$ cat src/rtl/core_config_pkg.sv
// -----------------------------------------------------------------------------
// core_config_pkg
//   Core-wide configuration constants and shared types.
//
//   Reset sequencing content:
//     RST_TICK_CNT : default number of hold ticks after any reset event
//     RST_DOMAINS  : default number of sequenced reset domains
//     rst_cause_t  : encoding of the last reset cause (POR / SW / WDT)
//     seq_state_t  : reset sequencer FSM states
//     max_int()    : helper for sizing counters shared by several reload values
// -----------------------------------------------------------------------------
package core_config_pkg;

  // Cycles all domains are held after a reset event (hold lasts this + 1).
  localparam int RST_TICK_CNT = 8;

  // Domains sequenced by the reset sequencer: memory, regfile, pipeline, periph.
  localparam int RST_DOMAINS = 4;

  typedef enum logic [1:0] {
    RST_POR = 2'b00,
    RST_SW  = 2'b01,
    RST_WDT = 2'b10
  } rst_cause_t;

  typedef enum logic [1:0] {
    SEQ_HOLD  = 2'b00,
    SEQ_STAGE = 2'b01,
    SEQ_RUN   = 2'b10
  } seq_state_t;

  function automatic int max_int(input int a, input int b);
    return (a > b) ? a : b;
  endfunction

endpackage

$ cat src/rtl/rst_sync.sv
// -----------------------------------------------------------------------------
// rst_sync
//   Two-flop reset synchronizer: asynchronous assert, synchronous deassert.
//   The output drops the moment arst_n_i goes low and rises on the second
//   rising clock edge after arst_n_i returns high.
//
//   Ports:
//     clk_i    : clock of the destination domain
//     arst_n_i : raw asynchronous reset, active-low
//     rst_n_o  : synchronized reset, active-low
// -----------------------------------------------------------------------------
module rst_sync (
  input  logic clk_i,
  input  logic arst_n_i,
  output logic rst_n_o
);

  logic meta_q;
  logic sync_q;

  always_ff @(posedge clk_i or negedge arst_n_i) begin
    if (!arst_n_i) begin
      meta_q <= 1'b0;
      sync_q <= 1'b0;
    end else begin
      meta_q <= 1'b1;
      sync_q <= meta_q;
    end
  end

  assign rst_n_o = sync_q;

endmodule

$ cat src/rtl/reset_sequencer.sv
// -----------------------------------------------------------------------------
// reset_sequencer
//   Sits between the board reset pin and the core reset inputs. After any
//   reset event all domains are held for HOLD_TICKS+1 cycles, then released
//   one at a time in ascending order. Each domain's stage ends when its
//   dom_ready is seen or after TIMEOUT_TICKS+1 cycles (recorded as a sticky
//   timeout). Software and watchdog requests re-enter the hold phase and
//   record the cause.
//
//   Ports:
//     clk          : system clock
//     rst_in       : external reset, active-low, asynchronous assert
//     sw_rst_req   : one-cycle software reset request
//     wdt_expire   : one-cycle watchdog expiry
//     dom_ready    : per-domain init-done (level)
//     rst_dom_n    : per-domain reset, active-low (registered)
//     sys_ready    : all domains released (registered)
//     rst_cause    : last reset cause, 00 POR / 01 SW / 10 WDT (registered)
//     timeout_err  : sticky per-domain timeout flags, cleared only by rst_in
//     dbg_state_o  : current sequencer state (seq_state_t encoding)
//
//   Handshake: dom_ready[i] is a level, only sampled while domain i is the
//   current stage (released, not yet completed). A domain completes its stage
//   on the first edge where dom_ready[i]=1 or its wait counter has reached 0;
//   dom_ready of domains still held in reset is ignored.
// -----------------------------------------------------------------------------
module reset_sequencer
  import core_config_pkg::*;
#(
  parameter int NUM_DOMAINS   = RST_DOMAINS,
  parameter int HOLD_TICKS    = RST_TICK_CNT,
  parameter int TIMEOUT_TICKS = 32
) (
  input  logic                   clk,
  input  logic                   rst_in,
  input  logic                   sw_rst_req,
  input  logic                   wdt_expire,
  input  logic [NUM_DOMAINS-1:0] dom_ready,
  output logic [NUM_DOMAINS-1:0] rst_dom_n,
  output logic                   sys_ready,
  output logic [1:0]             rst_cause,
  output logic [NUM_DOMAINS-1:0] timeout_err,
  output logic [1:0]             dbg_state_o
);

  // One counter serves both the hold phase and the per-domain wait.
  localparam int CNT_MAX = max_int(HOLD_TICKS, TIMEOUT_TICKS);
  localparam int CNT_W   = (CNT_MAX > 0) ? $clog2(CNT_MAX + 1) : 1;
  localparam int IDX_W   = (NUM_DOMAINS > 1) ? $clog2(NUM_DOMAINS) : 1;

  localparam logic [CNT_W-1:0] HOLD_LOAD = CNT_W'(HOLD_TICKS);
  localparam logic [CNT_W-1:0] WAIT_LOAD = CNT_W'(TIMEOUT_TICKS);
  localparam logic [IDX_W-1:0] LAST_IDX  = IDX_W'(NUM_DOMAINS - 1);

  // ---------------------------------------------------------------------------
  // Reset synchronization: the FSM leaves reset on the second rising edge
  // after rst_in deasserts, but is cleared immediately when rst_in drops.
  // ---------------------------------------------------------------------------
  logic sync_rst_n;

  rst_sync u_rst_sync (
    .clk_i    (clk),
    .arst_n_i (rst_in),
    .rst_n_o  (sync_rst_n)
  );

  // ---------------------------------------------------------------------------
  // State
  // ---------------------------------------------------------------------------
  seq_state_t             state_q,     state_d;
  logic [CNT_W-1:0]       cnt_q,       cnt_d;
  logic [IDX_W-1:0]       idx_q,       idx_d;
  logic [NUM_DOMAINS-1:0] rst_dom_n_q, rst_dom_n_d;
  logic                   sys_ready_q, sys_ready_d;
  rst_cause_t             cause_q,     cause_d;
  logic [NUM_DOMAINS-1:0] terr_q,      terr_d;

  logic reset_req;
  logic stage_done;
  logic cur_ready;

  assign reset_req = sw_rst_req | wdt_expire;
  assign cur_ready = dom_ready[idx_q];
  // The current stage ends on ready or when its wait budget is exhausted.
  assign stage_done = cur_ready | (cnt_q == '0);

  always_ff @(posedge clk or negedge sync_rst_n) begin
    if (!sync_rst_n) begin
      state_q     <= SEQ_HOLD;
      cnt_q       <= HOLD_LOAD;
      idx_q       <= '0;
      rst_dom_n_q <= '0;
      sys_ready_q <= 1'b0;
      cause_q     <= RST_POR;
      terr_q      <= '0;
    end else begin
      state_q     <= state_d;
      cnt_q       <= cnt_d;
      idx_q       <= idx_d;
      rst_dom_n_q <= rst_dom_n_d;
      sys_ready_q <= sys_ready_d;
      cause_q     <= cause_d;
      terr_q      <= terr_d;
    end
  end

  // ---------------------------------------------------------------------------
  // Next-state logic
  // ---------------------------------------------------------------------------
  always_comb begin
    state_d     = state_q;
    cnt_d       = cnt_q;
    idx_d       = idx_q;
    sys_ready_d = sys_ready_q;
    cause_d     = cause_q;
    terr_d      = terr_q;

    if (reset_req) begin
      // A request preempts whatever the sequencer is doing, including a
      // stage that would time out on this same edge; the watchdog wins
      // the cause when both requests arrive together.
      state_d     = SEQ_HOLD;
      cnt_d       = HOLD_LOAD;
      idx_d       = '0;
      sys_ready_d = 1'b0;
      cause_d     = wdt_expire ? RST_WDT : RST_SW;
    end else begin
      unique case (state_q)
        SEQ_HOLD: begin
          if (cnt_q == '0) begin
            state_d = SEQ_STAGE;
            idx_d   = '0;
            cnt_d   = WAIT_LOAD;
          end else begin
            cnt_d = cnt_q - CNT_W'(1);
          end
        end

        SEQ_STAGE: begin
          if (stage_done) begin
            if (!cur_ready) begin
              terr_d[idx_q] = 1'b1;
            end
            if (idx_q == LAST_IDX) begin
              state_d     = SEQ_RUN;
              sys_ready_d = 1'b1;
            end else begin
              idx_d = idx_q + IDX_W'(1);
              cnt_d = WAIT_LOAD;
            end
          end else begin
            cnt_d = cnt_q - CNT_W'(1);
          end
        end

        SEQ_RUN: begin
          // Steady state: everything released until the next reset event.
        end

        default: begin
          state_d = SEQ_HOLD;
          cnt_d   = HOLD_LOAD;
          idx_d   = '0;
        end
      endcase
    end
  end

  // Domain resets follow the next state so they switch on the same edge as
  // the state change: 0..idx released during a stage, all released in RUN.
  always_comb begin
    rst_dom_n_d = '0;
    unique case (state_d)
      SEQ_HOLD: rst_dom_n_d = '0;
      SEQ_STAGE: begin
        for (int i = 0; i < NUM_DOMAINS; i++) begin
          rst_dom_n_d[i] = (i <= int'(idx_d));
        end
      end
      SEQ_RUN: rst_dom_n_d = '1;
      default: rst_dom_n_d = '0;
    endcase
  end

  // ---------------------------------------------------------------------------
  // Outputs (all registered)
  // ---------------------------------------------------------------------------
  assign rst_dom_n   = rst_dom_n_q;
  assign sys_ready   = sys_ready_q;
  assign rst_cause   = cause_q;
  assign timeout_err = terr_q;
  assign dbg_state_o = state_q;

endmodule

$ cat config.mk
export PLATFORM = sky130hd
export DESIGN_NAME = reset_sequencer
export DESIGN_NICKNAME = d
export VERILOG_FILES = /design/src/rtl/core_config_pkg.sv /design/src/rtl/rst_sync.sv /design/src/rtl/reset_sequencer.sv
export SDC_FILE = /design/constraint.sdc
export NUM_CORES = 1
export LEC_CHECK = 0
export CORE_ASPECT_RATIO = 0.6
export CORE_MARGIN = 2
export CORE_UTILIZATION = 50
export CTS_BUF_LIST = sky130_fd_sc_hd__clkbuf_2 sky130_fd_sc_hd__clkbuf_4 sky130_fd_sc_hd__clkbuf_8
export DETAILED_ROUTE_END_ITERATION = 6
export PLACE_DENSITY = 0.77
export SLEW_MARGIN = 15
export SYNTH_ARGS = -nofsm -noshare
export SYNTH_HDL_FRONTEND = slang
export SYNTH_HIERARCHICAL = 1
export SYNTH_SLANG_ARGS = --single-unit
$ cat constraint.sdc
create_clock -name clk -period 1.5 [get_ports clk]
set_clock_uncertainty 0.2 [all_clocks]
set_input_delay 0.3 -clock clk [delete_from_list [all_inputs] [get_ports clk]]
set_output_delay 0.3 -clock clk [all_outputs]
set_load 0.03 [all_outputs]
==> Word level (Yosys, flattened, before mapping) <==
Index checks and enable logic that the tools add are counted.
{ "totals": {"register_bits": 23, "inputBits": 8, "output_inout_bits": 13} }
{ "op_classes": {"n_addsub": 2, "order_cmp": 5, "n_eq_ne": 7, "n_mux": 25, "n_bitwise": 5, "n_reduce_logical": 9} }
{ "op_table": {"columns": ["operator", "count"], "rows": [
  ["$mux W6", 4],
  ["$mux W2", 9],
  ["$pmux W6 S3", 1],
  ["$pmux W2 S3", 2],
  ["$pmux W4 S2", 1],
  ["$eq A2 B2 Y1 const B", 3],
  ["$logic_not A6 Y1", 1],
  ["$mux W1", 6],
  ["$reduce_bool A2 Y1", 3],
  ["$sub A6 B1 Y6 const B", 1],
  ["$eq A2 B1 Y1 const B", 2],
  ["$le A2 B2 Y1 const A", 2],
  ["$ne A4 B4 Y1 const B", 1],
  ["$or A4 B4 Y4", 1],
  ["$reduce_and A4 Y1", 1],
  ["$lt A2 B3 Y1 const B", 1],
  ["$reduce_and A3 Y1", 1],
  ["$add A2 B1 Y2 const B", 1],
  ["$bmux W1 S2", 1],
  ["$demux W1 S2", 1],
  ["$ge A2 B1 Y1 const B", 1],
  ["$le A1 B2 Y1 const A", 1],
  ["$logic_not A2 Y1", 1],
  ["$ne A2 B2 Y1 const B", 1],
  ["4 further kinds", 6]
]} }

==> Longest topological paths before layout <==
Gate-level depths: netlist of run 1.
{ "logic_depth": {"depth_word": 8, "ltp_mapped": 11} }

==> Hierarchy <==
Netlist of run 1, hierarchy kept.
{ "modules_own_cells": {"columns": ["mod", "instances", "cells_per_inst", "area_each_um2", "seq_area_each_um2"], "rows": [
  ["reset_sequencer", 1, 116, 1099.8, 526.8],
  ["rst_sync", 1, 3, 53.8, 50.0]
]} }

==> Least setup slack after synthesis of run 1 <==
No wires, ideal clock.
{ "synth_path": {"kind": "register to register", "from": "reg state_q[0] (netlist: dbg_state_o[0])", "to": "reg rst_dom_n_q[1] (netlist: rst_dom_n[1])", "setup_ps": 82, "t_arrival_ps": 2059, "t_required_ps": 1218, "setup_slack_ps": -841, "stages_incl_launch_ff": 9, "cell_sequence": "dfrtp_1 inv_1 or4_4 a21o_4 inv_6 ha_1 inv_1 o21ai_0 a31oi_1"} }
{ "synth_between": {"word_cells_on_any_way": 14, "classes_between": "order compare: 1; eq/ne: 4; mux: 8; reduce/logical: 1"} }
{ "synth_rtl": {"columns": ["element", "line_no", "rtl"], "rows": [
  ["start, declared", "reset_sequencer.sv:70", "seq_state_t state_q, state_d;"],
  ["start signal, assigned", "reset_sequencer.sv:97", "state_q <= state_d;"],
  ["$eq A2 B2 Y1, or another cell as far along", "reset_sequencer.sv:128", "unique case (state_q)"],
  ["$pmux W2 S3 (*)", "reset_sequencer.sv:128", null],
  ["$mux W2 (*)", "reset_sequencer.sv:118", "if (reset_req) begin"],
  ["named net state_d[1]", "reset_sequencer.sv:70", null],
  ["$eq A2 B2 Y1 / $eq A2 B1 Y1 (equally long branches)", "reset_sequencer.sv:173", "unique case (state_d)"],
  ["$pmux W4 S2 (*)", "reset_sequencer.sv:173", null],
  ["named net rst_dom_n_d[1]", "reset_sequencer.sv:73", "logic [NUM_DOMAINS-1:0] rst_dom_n_q, rst_dom_n_d;"],
  ["end signal, assigned", "reset_sequencer.sv:100", "rst_dom_n_q <= rst_dom_n_d;"],
  ["end, declared", "reset_sequencer.sv:73", null]
]} }
The timed path passes the listed nets; every way through them passes the cells marked *.
A chain may end at the register's enable or synchronous reset.

==> Worst setup path in the final report of run 1 <==
{ "layout_path": {"from": "reg cnt_q[1]", "to": "reg rst_dom_n_q[1] (netlist: rst_dom_n[1])"} }
{ "layout_between": {"elab_chain_len": 7, "word_cells_on_any_way": 14, "classes_between": "order compare: 1; eq/ne: 2; mux: 9; bitwise: 1; reduce/logical: 1"} }
{ "layout_rtl": {"columns": ["element", "line_no", "rtl"], "rows": [
  ["start, declared", "reset_sequencer.sv:71", "logic [CNT_W-1:0] cnt_q, cnt_d;"],
  ["start signal, assigned", "reset_sequencer.sv:98", "cnt_q <= cnt_d;"],
  ["$logic_not A6 Y1 (*)", "reset_sequencer.sv:85, reset_sequencer.sv:130", null],
  ["$or A1 B1 Y1", "reset_sequencer.sv:85", "assign stage_done = cur_ready | (cnt_q == '0);"],
  ["$mux W2", "reset_sequencer.sv:140", "if (stage_done) begin"],
  ["$pmux W2 S3 (*)", "reset_sequencer.sv:128", null],
  ["$mux W2 (*)", "reset_sequencer.sv:118", null],
  ["named net state_d[1]", "reset_sequencer.sv:70", null],
  ["$eq A2 B2 Y1 / $eq A2 B1 Y1 (equally long branches)", "reset_sequencer.sv:173", null],
  ["$pmux W4 S2 (*)", "reset_sequencer.sv:173", null],
  ["named net rst_dom_n_d[1]", "reset_sequencer.sv:73", null]
]} }
Marked as above.

==> results.py, run 1 <==
metrics = {
    "clock_tree": {
        "clk-insertion-delay-late_ns": 0.29,
        "clkSinkCount": 23,
        "cts_tree": "built",
        "clk_path_buf_depth": 2,
        "numCtsBuffers": 3,
        "cts_root_buf": "clkbuf_8",
        "htreeDepth": 1,
        "clkTransAtPathRegs_ns": 0.09,
    },
    "timing": {
        "fin_hold_ws_ns": 0.04738,
        "fin_crit_ns": 2.437,
        "setup_viol": 19,
        "grt_setup_unrepaired": "true",
        "worst_pin_slew_ns": 0.6621,
        "slew_headroom_pct": 55.52,
        "setup_slack_ns": -0.9371,
        "slew_viol_final": 0,
        "hold_viol": 0,
        "max_freq_mhz": 410.3,
        "min_period_over_period_pct": 162.5,
    },
    "yosys": {
        "ys_ff_latch": 23,
        "synth_most_common_cell": "dfrtp_1",
        "synthTopCellsByCount": "dfrtp_1, nor2_1, nand2_1",
        "synth_ff_type": "dfrtp_1",
        "postSynthAreaPerCell_um2": 9.694,
        "synth_cell_type_count": 40,
        "synth_edf_count": 0,
        "syn_inst": 119,
        "yosysTopAreaCell": "dfrtp_1",
        "synth_top_cell_area_share_pct": 47.72,
        "syn-cell-area_um2": 1154,
        "ys_warn_count": 6,
        "synth_nets": 130,
        "synth_top_cells_by_area": "dfrtp_1, nor2_1, nand2_1, a21oi_1, ha_1",
        "async_flop_share_pct": 100.0,
        "yosysSeqAreaShare_pct": 50.00,
    },
    "finish": {
        "regArea_um2": 578.1,
        "final_core_util_pct": 91.33,
        "drive_above_1_share_pct": 54.79,
        "nets": 200,
        "syn2layout_area_growth_pct": 72.56,
        "instances_no_fill": 218,
        "multi_input_area_um2": 693.2,
        "nFillCells": 74,
        "n_antenna_cell": 0,
    },
    "place": {
        "post-place-cells": 198,
        "post-dp-hpwl_mm": 2.353,
        "place.gp.congestion": 0.8868,
        "io_buffers": 20,
    },
    "power_and_ir_drop": {
        "p_sw_share_pct": 30.23,
        "power_density_nw_per_um2": 715.5,
        "power.switching_w": 0.0004305,
        "power.leakage_nw": 0.9323,
        "irDropWorstVdd_mv": 0.8567,
        "p_seq_share_pct": 46.4,
        "finalPower_w": 0.001424,
        "combPwrFrac_pct": 23.7,
        "p_int_w": 0.0009938,
        "p_clk_share_pct": 29.9,
    },
    "global_routing": {
        "grt_max_degree": 15,
        "grt_first_pass_wirelength_mm": 6.120,
        "grt_overflow": 0,
        "grtUsageTotal_pct": 33.10,
        "antenna_found_initial": 0,
        "grt_pass1_vias": 1203,
    },
    "hold_path": {
        "hold_class": "flop to asynchronous set/reset pin",
    },
    "routing": {
        "vias": 1326,
        "drt-vias-per-instance": 6.083,
        "wire_per_inst_um": 22.54,
        "drtAntennaViolNets": 0,
        "dr.pass1.iters": 4,
        "drc": 0,
        "drt_iter0_drc": 206,
        "finalWirelength_mm": 4.913,
    },
    "critical_path": {
        "critPathRequiredTime_ns": 1.50,
        "start_kind": "flop",
        "r2r.worst_path.cells": 11,
        "critical_path.endpoint_type": "flop",
        "crit_type": "flop to flop",
        "critPathMaxFanout": 3,
        "crit_arrival_ns": 2.44,
    },
    "flow_run": {
        "cap_violations": 0,
    },
    "floorplan": {
        "die_w_um": 66.01,
        "die_h_um": 41.21,
        "io_pins": 21,
        "num_rows": 13,
        "core_um2": 2180,
        "initial_core_util_pct": 52.93,
        "die-area_um2": 2720,
    },
    "outcome": {
        "violations": "negative setup slack",
        "status": "complete, but fails checks",
    },
}
[flip-flops by register name, summed over array words and instances, names as in the netlist]
signal,flops
rst_dom_n,4
cnt_q,6
timeout_err,4
idx_q,2
u_rst_sync/meta_q,1
sys_ready,1
dbg_state_o,2
u_rst_sync/rst_n_o,1
rst_cause,2
[placed cells by master, fill, tap and decap left out, types with 2 or more instances in the layout]
master	instances
inv_1	6
nand2_2	2
inv_2	3
ha_4	3
or3_4	3
clkbuf_8	3
buf_6	14
buf_4	45
nand2_1	10
nor2_4	4
clkdlybuf4s50_1	6
dfrtp_1	21
o21ai_1	5
o21ai_0	2
a21oi_2	4
a21oi_1	4
dlygate4sd3_1	2
nor2_1	9
a21o_1	4
[power by group through the flow]
stage	sequential, W	clock [W]	combinational, W
after floorplan	0.000690	0	0.0000963
after global placement	0.000668	0	0.000233
after detailed placement	0.000671	0	0.000243
after CTS	0.000657	0.000417	0.000282
after global routing	0.000663	0.000455	0.000353
final	0.000661	0.000425	0.000338
[cell type report]
cell class | count | area share [%]
clock buffers | 3 | 2.074
repair buffers | 68 | 29.35
flip-flops and latches | 23 | 29.04
inverters | 11 | 2.451
well taps | 30 | 1.886
clock inverters | 1 | 0.3771
multi-input cells | 82 | 34.82
[repair_timing]
item,CTS,global route
gates resized for setup,22,28
hold endpoints to repair,8,0
setup endpoints to repair,21,20
hold buffers,2,0
setup buffers,12,7
pin swaps,10,11
[through the flow]
stage / setup TNS [ns] / cell area, um^2 / worst slack, ns
after floorplan: -6.995 / 1205 / -0.7332
after global placement: -11.83 / 1623 / -0.8333
after detailed placement: -12.23 / 1623 / -0.8648
after CTS: -11.39 / 1861 / -0.8526
after global routing: -13.15 / 1991 / -0.9754
final: -12.42 / 1991 / -0.9371
[cells by family (layout without fill, tap and decap cells)]
kind of cell	after synthesis	after routing	synth area share, %
other	1	1	0.3251
buffers and inverters	14	83	5.748
adder cells (fa/ha/maj)	3	3	3.254
AO/OA/AOI/OAI	34	34	19.41
flip-flops	23	23	50.00
XOR/XNOR	1	1	0.7594
AND/OR/NAND/NOR	41	41	17.68
multiplexers	2	2	2.820
[routing by layer]
layer / global-route usage (%) / part of all wire (%)
met3: 8.516 / 12
met1: 39.83 / 36
met4: 12.24 / 6.1
met5: 0 / 0
met2: 60.10 / 45
[worst max-delay path, cell delays in order, from the launching register on]
cell and delay [ns]:
dfrtp_1 0.41, inv_2 0.09, ha_4 0.13, and2b_1 0.17
a21oi_2 0.08, or4_4 0.44, a21o_4 0.26, inv_6 0.07
ha_4 0.21, inv_4 0.07, o21ai_2 0.05, a31oi_1 0.16
[worst paths after layout]
kind,from,end,slack (ns)
setup / recovery,cnt_q[1],rst_dom_n[1],-0.94
hold / removal,u_rst_sync/rst_n_o,dbg_state_o[1],0.05
setup reg to reg,cnt_q[1],rst_dom_n[1],-0.94
hold reg to reg,u_rst_sync/rst_n_o,dbg_state_o[1],0.05
max in group asynchronous,u_rst_sync/rst_n_o,rst_dom_n[1],0.32
min in group clk,u_rst_sync/meta_q,u_rst_sync/rst_n_o,0.19
Note: power is estimated with default switching activity, not from simulation.
==> inputs of run 2 (changes only) <==
- CAP_MARGIN: default -> 10
- CORE_UTILIZATION: 50 -> 55
- PLACE_DENSITY: 0.77 -> 0.82
- SYNTH_HIERARCHICAL: 1 -> default
==> run 2 against run 1 <==
Against the previous run: the flow still finishes with violations (negative setup slack); core utilization is 0.22 points higher; worst hold slack better by 0.019 ns; clock-buffer cell count stayed put; global-route usage is 1.7 points higher; sequential cell count stayed put.
==> results.py, run 2 <==
metrics = {
    "outcome": {
        "status": "complete, but fails checks",
        "violations": "negative setup slack",
    },
    "floorplan": {
        "num_rows": 13,
        "core_um2": 2147,
        "die-area_um2": 2650,
        "die_h_um": 40.69,
        "io_pins": 21,
        "die_w_um": 65.14,
        "initial_core_util_pct": 57.46,
    },
    "place": {
        "preCtsSetupSlack_ns": -0.8360,
        "post-dp-hpwl_mm": 2.471,
        "io_buffers": 20,
        "place.gp.congestion": 0.8727,
    },
    "global_routing": {
        "grt_max_degree": 14,
        "grtUsageTotal_pct": 34.81,
        "antenna_found_initial": 0,
        "grt_pass1_vias": 1179,
        "grt_first_pass_wirelength_mm": 6.223,
        "grt_overflow": 0,
    },
    "power_and_ir_drop": {
        "irDropWorstVdd_mv": 0.6483,
        "combPwrFrac_pct": 24.0,
        "power.switching_w": 0.0004052,
        "p_seq_share_pct": 47.5,
        "p_sw_share_pct": 29.15,
        "power_density_nw_per_um2": 707.4,
        "p_clk_share_pct": 28.6,
        "power.leakage_nw": 0.9141,
        "p_int_w": 0.0009852,
    },
    "critical_path": {
        "start_kind": "flop",
        "critPathRequiredTime_ns": 1.47,
        "max_stage_delay_ns": 0.43,
        "critical_path.endpoint_type": "flop",
        "cpMostUsedCell": "a21oi_2",
        "r2r_end": "rst_dom_n[1]",
        "cp_top_family": "simple AND/OR/NAND/NOR gates",
        "crit_type": "flop to flop",
        "r2r.worst_path.cells": 9,
        "crit_chain": "nor4_4, a21oi_2, nor3_2, a21o_1, inv_2, ha_4, and3_4, o21ai_2, a21oi_2",
        "slowest_stage": "dfrtp_1",
        "rr_startpoint": "cnt_q[2]",
        "cp_num_cells": 9,
        "critPathMaxFanout": 3,
        "regToRegSetupSlack_ns": -0.70,
        "crit_arrival_ns": 2.17,
        "crit_buf_inv": 1,
    },
    "routing": {
        "vias": 1304,
        "drc": 0,
        "dr.pass1.iters": 4,
        "finalWirelength_mm": 4.596,
        "wire_per_inst_um": 21.68,
        "drtAntennaViolNets": 0,
        "drt-vias-per-instance": 6.151,
        "drt_iter0_drc": 136,
    },
    "clock_tree": {
        "cts_root_buf": "clkbuf_8",
        "clkTransAtPathRegs_ns": 0.08,
        "clkSinkCount": 23,
        "cts_tree": "built",
        "htreeDepth": 1,
        "clk_path_buf_depth": 2,
        "numCtsBuffers": 3,
        "clk-insertion-delay-late_ns": 0.28,
    },
    "timing": {
        "slew_viol_final": 0,
        "fin_crit_ns": 2.202,
        "grt_setup_unrepaired": "true",
        "setup_viol": 21,
        "max_freq_mhz": 454.2,
        "fin_hold_ws_ns": 0.06644,
        "hold_viol": 0,
        "setup_slack_ns": -0.7017,
        "min_period_over_period_pct": 146.8,
    },
    "yosys": {
        "ys_ff_latch": 23,
        "synth_cell_type_count": 39,
        "synth_nets": 131,
        "synth_edf_count": 0,
        "synth_top_cell_area_share_pct": 44.62,
        "synth_most_common_cell": "dfrtp_1",
        "yosysSeqAreaShare_pct": 46.75,
        "postSynthAreaPerCell_um2": 10.28,
        "ys_warn_count": 0,
        "async_flop_share_pct": 100.0,
        "syn-cell-area_um2": 1234,
        "yosysTopAreaCell": "dfrtp_1",
        "synthTopCellsByCount": "dfrtp_1, inv_1, nand2_1, nor2_1, o21ai_0",
        "synth_ff_type": "dfrtp_1",
        "synth_top_cells_by_area": "dfrtp_1, inv_1, o21ai_0, ha_1, o22ai_2",
        "syn_inst": 120,
    },
    "finish": {
        "regArea_um2": 578.1,
        "nets": 194,
        "final_cell_mix": "buf_4, dfrtp_1, nor2_1",
        "n_antenna_cell": 0,
        "drive_above_1_share_pct": 54.95,
        "final_core_util_pct": 91.55,
        "largest_reg_flops": 6,
        "multi_input_area_um2": 718.2,
        "syn2layout_area_growth_pct": 59.33,
        "largest-register": "cnt_q",
        "nFillCells": 76,
        "final_common_cell": "buf_4",
    },
    "hold_path": {
        "hold_class": "flop to asynchronous set/reset pin",
    },
    "flow_run": {
        "cap_violations": 0,
    },
}
run 2: how the worst max path moves through the flow:
stage | start | to | slack, ns
floorplan | cnt_q[2] | rst_dom_n[1] | -0.67
global placement | dom_ready[1] | rst_dom_n[3] | -0.80
detailed placement | dom_ready[1] | rst_dom_n[3] | -0.84
CTS | cnt_q[2] | rst_dom_n[2] | -0.56
global route | cnt_q[2] | rst_dom_n[1] | -0.77
finish | cnt_q[2] | rst_dom_n[1] | -0.70
run 2: what timing repair did:
action                     4_1_cts  5_1_grt
pin swaps                       16        7
hold endpoints to repair        10        0
hold buffers                     2        0
setup buffers                    6        7
cloned                           0        0
setup endpoints to repair       21       21
resized for setup               27       10
run 2: layer usage:
layer	track usage (%)	vias up	wire [um]
li1	-	549	-
met1	41.03	627	1754
met2	59.54	96	2178
met3	11.54	32	446
met4	18.75	0	216
met5	0	-	0
run 2: final cells by class:
type                    count  area share (%)
clock buffers               3           2.101
clock inverters             1          0.2546
inverters                  11           2.101
multi-input cells          81           36.54
flip-flops and latches     23           29.41
well taps                  30           1.910
repair buffers             63           27.69
run 2: power groups by stage:
stage                     logic [W]  registers, W  clock network (W)
after global routing       0.000347      0.000662           0.000426
after global placement     0.000226      0.000671                  0
final                      0.000333      0.000660           0.000397
after detailed placement   0.000233      0.000673                  0
after floorplan            0.000106      0.000690                  0
after CTS                  0.000281      0.000657           0.000388
run 2: stage by stage:
| stage | power, W | area, um^2 | TNS, ns | instances |
|---|---|---|---|---|
| after CTS | 0.001326 | 1882 | -5.898 | 206 |
| after detailed placement | 0.0009059 | 1662 | -11.27 | 195 |
| after floorplan | 0.0007960 | 1282 | -4.987 | 120 |
| after global placement | 0.0008966 | 1662 | -10.66 | 195 |
| after global routing | 0.001435 | 1966 | -9.479 | 212 |
| final | 0.001390 | 1966 | -8.494 | 212 |
run 2: cell families after synthesis:
kind of cell	share of synthesized area, %
xor+xnor	0.7101
simple gates	16.73
buf+inv	6.694
mux	3.955
flops	46.76
fa+ha+maj	3.043
compound gates	21.81
other cells	0.3040
==> inputs of run 3 (changes only) <==
- CTS_BUF_LIST: sky130_fd_sc_hd__clkbuf_2 sky130_fd_sc_hd__clkbuf_4 sky130_fd_sc_hd__clkbuf_8 -> sky130_fd_sc_hd__clkbuf_4
- CTS_CLUSTER_DIAMETER: default -> 150
- GPL_TIMING_DRIVEN: default -> 0
==> run 3 against run 2 <==
Against the previous run: the flow still finishes with violations (negative setup slack); clock power down 15%; first-iteration DRC count shrank 8.8%; critical path depth rose by 1; sequential share of layout area up 1.7 points; clock-buffer cell count rose by 1; power shrank 5.5%; non-clock buffer count shrank 13; sequential cell count unchanged; sequential power rose by 2%; worst hold slack better by 0.085 ns; core utilization decreased by 4.8 points; largest cell class unchanged.
==> results.py, run 3 (synthesis results as in run 2) <==
metrics = {
    "place": {
        "preCtsSetupSlack_ns": -1.062,
        "post-dp-hpwl_mm": 1.893,
        "io_buffers": 20,
        "place.gp.congestion": 0.8954,
        "postPlaceCellArea_um2": 1520,
    },
    "clock_tree": {
        "clk_path_buf_depth": 2,
        "clkTransAtPathRegs_ns": 0.15,
        "htreeDepth": 1,
        "cts_root_buf": "clkbuf_4",
        "clkSinkCount": 23,
        "clk-insertion-delay-late_ns": 0.34,
        "cts_tree": "built",
        "numCtsBuffers": 3,
    },
    "critical_path": {
        "cp_num_cells": 10,
        "crit_type": "flop to flop",
        "start_kind": "flop",
        "critical_path.endpoint_type": "flop",
        "critPathRequiredTime_ns": 1.56,
        "cp_top_family": "simple AND/OR/NAND/NOR gates",
        "critPathMaxFanout": 3,
        "crit_arrival_ns": 2.38,
        "crit_chain": "nor4_4, buf_4, and2_4, o21ai_2, a21o_1, inv_2, ha_4, and3_4, nand3_2, o22ai_2",
        "crit_buf_inv": 2,
        "r2r.worst_path.cells": 10,
        "max_stage_delay_ns": 0.45,
        "slowest_stage": "dfrtp_2",
    },
    "floorplan": {
        "die-area_um2": 2650,
        "num_rows": 13,
        "die_w_um": 65.14,
        "core_um2": 2147,
        "initial_core_util_pct": 57.46,
        "io_pins": 21,
        "die_h_um": 40.69,
    },
    "routing": {
        "drc": 0,
        "finalWirelength_mm": 4.311,
        "drt_iter0_drc": 124,
        "dr.pass1.iters": 4,
        "vias": 1235,
        "drt-vias-per-instance": 6.206,
        "wire_per_inst_um": 21.66,
        "drtAntennaViolNets": 0,
    },
    "timing": {
        "fin_crit_ns": 2.317,
        "slew_headroom_pct": 41.17,
        "hold_viol": 0,
        "grt_setup_unrepaired": "true",
        "max_freq_mhz": 431.7,
        "setup_viol": 21,
        "min_period_over_period_pct": 154.4,
        "slew_viol_final": 0,
        "fin_hold_ws_ns": 0.1512,
        "fin_tns_setup_ns": -10.39,
        "worst_pin_slew_ns": 0.8824,
        "setup_slack_ns": -0.8166,
    },
    "outcome": {
        "violations": "negative setup slack",
        "status": "complete, but fails checks",
    },
    "power_and_ir_drop": {
        "irDropWorstVdd_mv": 0.4559,
        "power.leakage_nw": 0.8310,
        "power_density_nw_per_um2": 705.5,
    },
    "hold_path": {
        "hold_class": "flop to flop",
        "hold_depth": 0,
    },
    "global_routing": {
        "grt_pass1_vias": 1044,
        "grt_max_degree": 22,
        "grt_first_pass_wirelength_mm": 5.368,
        "antenna_found_initial": 0,
        "grtUsageTotal_pct": 28.92,
        "grt_overflow": 0,
    },
    "finish": {
        "stdcell_area_um2": 1862,
        "final_core_util_pct": 86.71,
        "final_cell_mix": "dfrtp_1, buf_4, buf_6, buf_2, nand2_1",
        "final_common_cell": "dfrtp_1",
        "largest-register": "cnt_q",
        "drive_above_1_share_pct": 53.85,
        "nets": 181,
        "n_antenna_cell": 0,
        "largest_reg_flops": 6,
        "syn2layout_area_growth_pct": 50.91,
    },
    "flow_run": {
        "cap_violations": 0,
    },
}
==> run 3: changes by cell type in the layout (fill, tap and decap cells not counted), sizes merged <==
cell / delta
buf: -14
clkbuf: +2
clkdlybuf4s15: +1
clkdlybuf4s50: +1
clkinv: -1
dlygate4sd2: -1
dlygate4sd3: -1
==> run 3: area by class of cell <==
type | count | area (um^2)
inverters | 11 | 46.29
plain buffers | 3 | 30.03
well taps | 30 | 37.54
flip-flops and latches | 23 | 579.3
multi-input cells | 81 | 752.0
clock buffers | 4 | 30.03
fillers | 106 | 285.3
repair buffers | 47 | 386.6
==> run 3: path summary, 6_finish.rpt <==
kind	endpoint	slack, ns	from
max in group asynchronous	dbg_state_o[1]	0.30	u_rst_sync.rst_n_o
min	u_rst_sync.rst_n_o	0.15	u_rst_sync.meta_q
min in group asynchronous	rst_cause[0]	0.17	u_rst_sync.rst_n_o
max reg2reg	rst_dom_n[3]	-0.82	cnt_q[2]
min reg2reg	u_rst_sync.rst_n_o	0.15	u_rst_sync.meta_q
max	rst_dom_n[3]	-0.82	cnt_q[2]
==> run 3: repair_timing <==
action                     CTS  global route
pin swaps                   14            15
setup endpoints to repair   32            27
resized for setup           71            37
hold endpoints to repair     2             0
setup buffers               14            14
hold buffers                 1             0
==> run 3: report_power, final <==
part	internal, W	leakage, nW	switching (W)
Combinational	0.000142	0.510	0.000163
Sequential	0.000642	0.303	0.0000295
Clock	0.000123	0.0184	0.000214
==> run 3: metal layers <==
metal / share of wire, % / vias to the layer above / global-route usage, %
met3: 7.3 / 22 / 6.319
met5: 0 / - / 0
met4: 4.2 / 0 / 8.854
met1: 43 / 607 / 37.89
li1: - / 526 / -
met2: 46 / 80 / 50.26
==> run 3: per-stage QoR <==
stage	std cells	total power [W]
2_1_floorplan	120	0.0007960
3_3_place_gp	170	0.0008514
3_5_place_dp	170	0.0008596
4_1_cts	189	0.001205
5_1_grt	199	0.001341
6_report	199	0.001313
